File: src/rtl/alu_result_fifo.sv
// FIFO buffering ALU results {opcode, result, negative flag} with a derived zero flag.
// Define ALU_FIFO_DROP_CNT_EN to add the saturating drop_cnt port counting refused writes.
module alu_result_fifo #(
  parameter int DEPTH = 4
) (
  input  logic                       clk,
  input  logic                       rst_n,
  input  logic                       in_valid,
  input  logic [1:0]                 OP,
  input  logic [4:0]                 R,
  input  logic                       Neg,
  output logic                       in_ready,
  output logic                       out_valid,
  input  logic                       out_ready,
  output logic [1:0]                 out_op,
  output logic [4:0]                 out_r,
  output logic                       out_neg,
  output logic                       out_zero,
`ifdef ALU_FIFO_DROP_CNT_EN
  output logic [7:0]                 drop_cnt,
`endif
  output logic [$clog2(DEPTH):0]     count
);

  localparam int PTR_W = $clog2(DEPTH);
  localparam int CNT_W = PTR_W + 1;
  localparam logic [1:0] OP_SUB = 2'b11;

  typedef struct packed {
    logic [1:0] op;
    logic [4:0] r;
    logic       neg;
  } entry_t;

  entry_t             mem [DEPTH];
  logic [PTR_W-1:0]   wr_ptr;
  logic [PTR_W-1:0]   rd_ptr;
  logic               active;
  logic               do_write;
  logic               do_read;
  entry_t             head;
  entry_t             wr_entry;

  assign in_ready  = (count != CNT_W'(DEPTH));
  assign out_valid = (count != '0);

  // The first edge after reset release is inert; active gates both handshakes.
  assign do_write = in_valid && in_ready && active;
  assign do_read  = out_valid && out_ready && active;

  always_comb begin
    // NOTE: every signal driven here gets a default first so no latch is inferred.
    wr_entry     = '0;
    wr_entry.op  = OP;
    wr_entry.r   = R;
    // The ALU leaves Neg stale for anything but SUB.
    wr_entry.neg = (OP == OP_SUB) ? Neg : 1'b0;
  end

  // NOTE: storage has no reset; clearing the pointers and count invalidates all entries.
  always_ff @(posedge clk) begin
    if (do_write) mem[wr_ptr] <= wr_entry;
  end

  // NOTE: sequential state uses non-blocking assignments only.
  always_ff @(posedge clk or negedge rst_n) begin
    if (!rst_n) begin
      wr_ptr <= '0;
      rd_ptr <= '0;
      count  <= '0;
      active <= 1'b0;
    end else begin
      active <= 1'b1;
      if (do_write) wr_ptr <= wr_ptr + PTR_W'(1);
      if (do_read)  rd_ptr <= rd_ptr + PTR_W'(1);
      case ({do_write, do_read})
        2'b10:   count <= count + CNT_W'(1);
        2'b01:   count <= count - CNT_W'(1);
        default: count <= count;
      endcase
    end
  end

`ifdef ALU_FIFO_DROP_CNT_EN
  always_ff @(posedge clk or negedge rst_n) begin
    if (!rst_n) begin
      drop_cnt <= '0;
    end else if (in_valid && !in_ready && drop_cnt != 8'hFF) begin
      drop_cnt <= drop_cnt + 8'd1;
    end
  end
`endif

  assign head     = mem[rd_ptr];
  assign out_op   = head.op;
  assign out_r    = head.r;
  assign out_neg  = head.neg;
  assign out_zero = (head.r == 5'd0);

endmodule
File: config.mk
export PLATFORM = sky130hd
export DESIGN_NAME = alu_result_fifo
export DESIGN_NICKNAME = d
export VERILOG_FILES = /design/src/rtl/alu_result_fifo.sv
export SDC_FILE = /design/constraint.sdc
export NUM_CORES = 1
export LEC_CHECK = 0
export BUFFER_PORTS_ARGS = -buffer_cell sky130_fd_sc_hd__buf_4
export CORE_ASPECT_RATIO = 1.2
export CORE_MARGIN = 2
export CORE_UTILIZATION = 59
export DETAILED_ROUTE_END_ITERATION = 6
export PLACE_DENSITY = 0.89
export SETUP_SLACK_MARGIN = 0.4
export SLEW_MARGIN = 20
export SYNTH_ARGS = -nofsm -noshare
export SYNTH_HDL_FRONTEND = slang
export SYNTH_SLANG_ARGS = --single-unit
File: constraint.sdc
create_clock -name clk -period 2.95 [get_ports clk]
set_input_delay 0.295 -clock clk [delete_from_list [all_inputs] [get_ports clk]]
set_output_delay 0.295 -clock clk [all_outputs]
set_load 0.05 [all_outputs]
==> metrics.txt <==
status finished, final reports clean; CTS tree built; Worst EP arrival 2.17 ns; post-synthesis cell type count 22; Top Layer Used met4; Slew Limit Fails 0; max-cap violation count 0; Hold Crit Start R[2]; Skew-Pair Late Insertion Delay between 0.3 and 0.4 ns; Syn Area/Cell 19.1 um^2; register area share after synthesis 0.708; reg2reg start count[0]; synth cell count leaders 32 x edfxtp_1, 8 x dfrtp_1, 6 x inv_1, 5 x ha_1, 5 x mux4_1; TNS Setup 0 ns; Post-synth EDFFs 32; DRT met1 WL roughly 900 um; GRT Total Usage 0.198; DRC 0; Pwr per Cell Area 1040 nW/um^2; Max Clock Freq just over 400 MHz; layout cell share with drive strength beyond 1 0.319; clock slew at reported path FFs 0.10 ns; CTS Sinks 40; Finished Layout Cells roughly 150; DR WL met3 108 um; clk_skew 0.00573 ns; syn nets 104; First-pass DRT Iterations 4; final hold viol count 0; Synth async-reset ratio 0.200; Mapped Area between 1500 and 2000 um^2; first-pass GRT wire length 4.13 mm; CP max FO 5; Std-Cell Rows 20; leakage power 0.000766 uW; CTS Buf Count 5; required time of the critical path 2.65 ns; Initial Util 0.636; core box area between 2000 and 3000 um^2; DRT Wirelength 2.64 mm; Placed Cells 142; largest net degree at the start of global routing 13; Worst Tran Pin Value 0.507 ns; Die Span X 52.1 um; most frequent cell after synthesis edfxtp_1; Starting DRT DRC Count 21; RSZ-0062 raised after global routing false; HP Class in2reg; met2 routed WL between 1.5 and 2 mm; die area 3220 um^2; Yosys top cell area share 0.586; Yosys warnings 0; VDD IR-drop max between 0.6 and 0.7 mV; clock root cell clkbuf_4; Via Count 837; Multi-input gate area roughly 440 um^2; vias in the first global route 857; Max clock buf depth 2; relative slew slack 0.662; Final nets around 140; Synth area leaders edfxtp_1 59%, dfrtp_1 12%, mux4_1 8.0%; largest area contributor in the netlist edfxtp_1; die height 61.8 um; H-Tree Depth 2; Final Wtd Congestion 0.697; Critical path origin rd_ptr[0]; post-route minimum period about 2.5 ns; I/O Buffers 25; ant diodes 0; DR WL/cell approximately 17 um; via/cell ratio 5.51; Reg area 1160 um^2; Critical Path Source Type flop; crit end category output port; Synth Flop Type edfxtp_1; grt ovf 0; Final Cycle Share 0.835; # fillers 145; Crit Path Class reg2out; final antenna-violating net count 0; Mapped Cells 86; Final setup viols 0; synth-to-layout area growth 19.1%; IO Pins 26; #FFs+latches synth 40; antenna violations before repair 0
-- metal layers --
metal  up-vias  global-route usage
met3         6              0.0622
li1        390                   -
met5         -                   0
met1       421               0.199
met2        20               0.371
met4         0              0.0989
-- power breakdown --
group | internal, uW | leakage (uW) | switching (uW)
Combinational | 324 | 0.000343 | 561
Sequential | 713 | 0.000383 | 97.9
Clock | 173 | 0.0000403 | 158
-- registers in the layout, summed over array words and instances (netlist names) --
register,cells
mem,32
rd_ptr,2
active,1
count,3
wr_ptr,2
-- layout by cell type (no fill, tap or decap), types with 3 or more instances in the layout --
cell      count
and2_1        4
buf_4        25
clkbuf_4      5
dfrtp_1       7
edfxtp_1     32
ha_1          5
inv_1         6
mux4_1        5
mux4_2        3
nand2_1       3
xnor2_1       3
xor2_1        3
-- critical path, cell delays in order, from the launching register on --
cell and delay, ns:
dfrtp_2 0.46, mux4_2 0.53, or4_1 0.56, nor2_2 0.12, buf_6 0.16
-- area by class of cell --
type                       count  area share
sequential                    40       0.595
multi-input combinational     38       0.227
timing repair buffer          27       0.107
tap                           33      0.0211
clock buffer                   5      0.0192
clock inverter                 3      0.0192
inverter                       6      0.0115
-- logic make-up after synthesis --
logic type | Yosys count | share of synthesized area
flops | 40 | 0.708
simple gates | 13 | 0.0412
mux | 10 | 0.134
buf+inv | 8 | 0.0229
fa+ha+maj | 6 | 0.0503
xor+xnor | 6 | 0.0320
compound gates | 2 | 0.00915
other cells | 1 | 0.00229
-- repair_timing --
action / in CTS / in global routing
setup buffers: 1 / 0
setup endpoints to repair: 1 / 1
endpoints found under the hold margin: 8 / 0
resized for setup: 1 / 1
hold buffers: 1 / 0
-- final timing paths --
kind,endpoint,slack [ns],cells after the start
max,out_zero,0.49,4
min,mem[0][3],0.15,1
max reg2reg,count[1],0.87,7
min reg2reg,count[2],0.57,1
max in group asynchronous,rd_ptr[0],2.50,2
min in group asynchronous,count[2],0.30,2
-- metrics by stage --
| step | worst slack [ns] | instance area (um^2) | hold WS (ns) | total power (uW) | util |
|---|---|---|---|---|---|
| after CTS | 0.454 | 1950 | 0.140 | 2040 | 0.757 |
| after global placement | 0.606 | 1860 | 0.117 | 1660 | 0.720 |
| after detailed placement | 0.569 | 1860 | 0.120 | 1690 | 0.720 |
| final | 0.488 | 1950 | 0.153 | 2030 | 0.758 |
| after global routing | 0.418 | 1950 | 0.134 | 2130 | 0.758 |
| after floorplan | 0.438 | 1640 | -0.000591 | 1470 | - |
(Power assumes the default switching activity.)
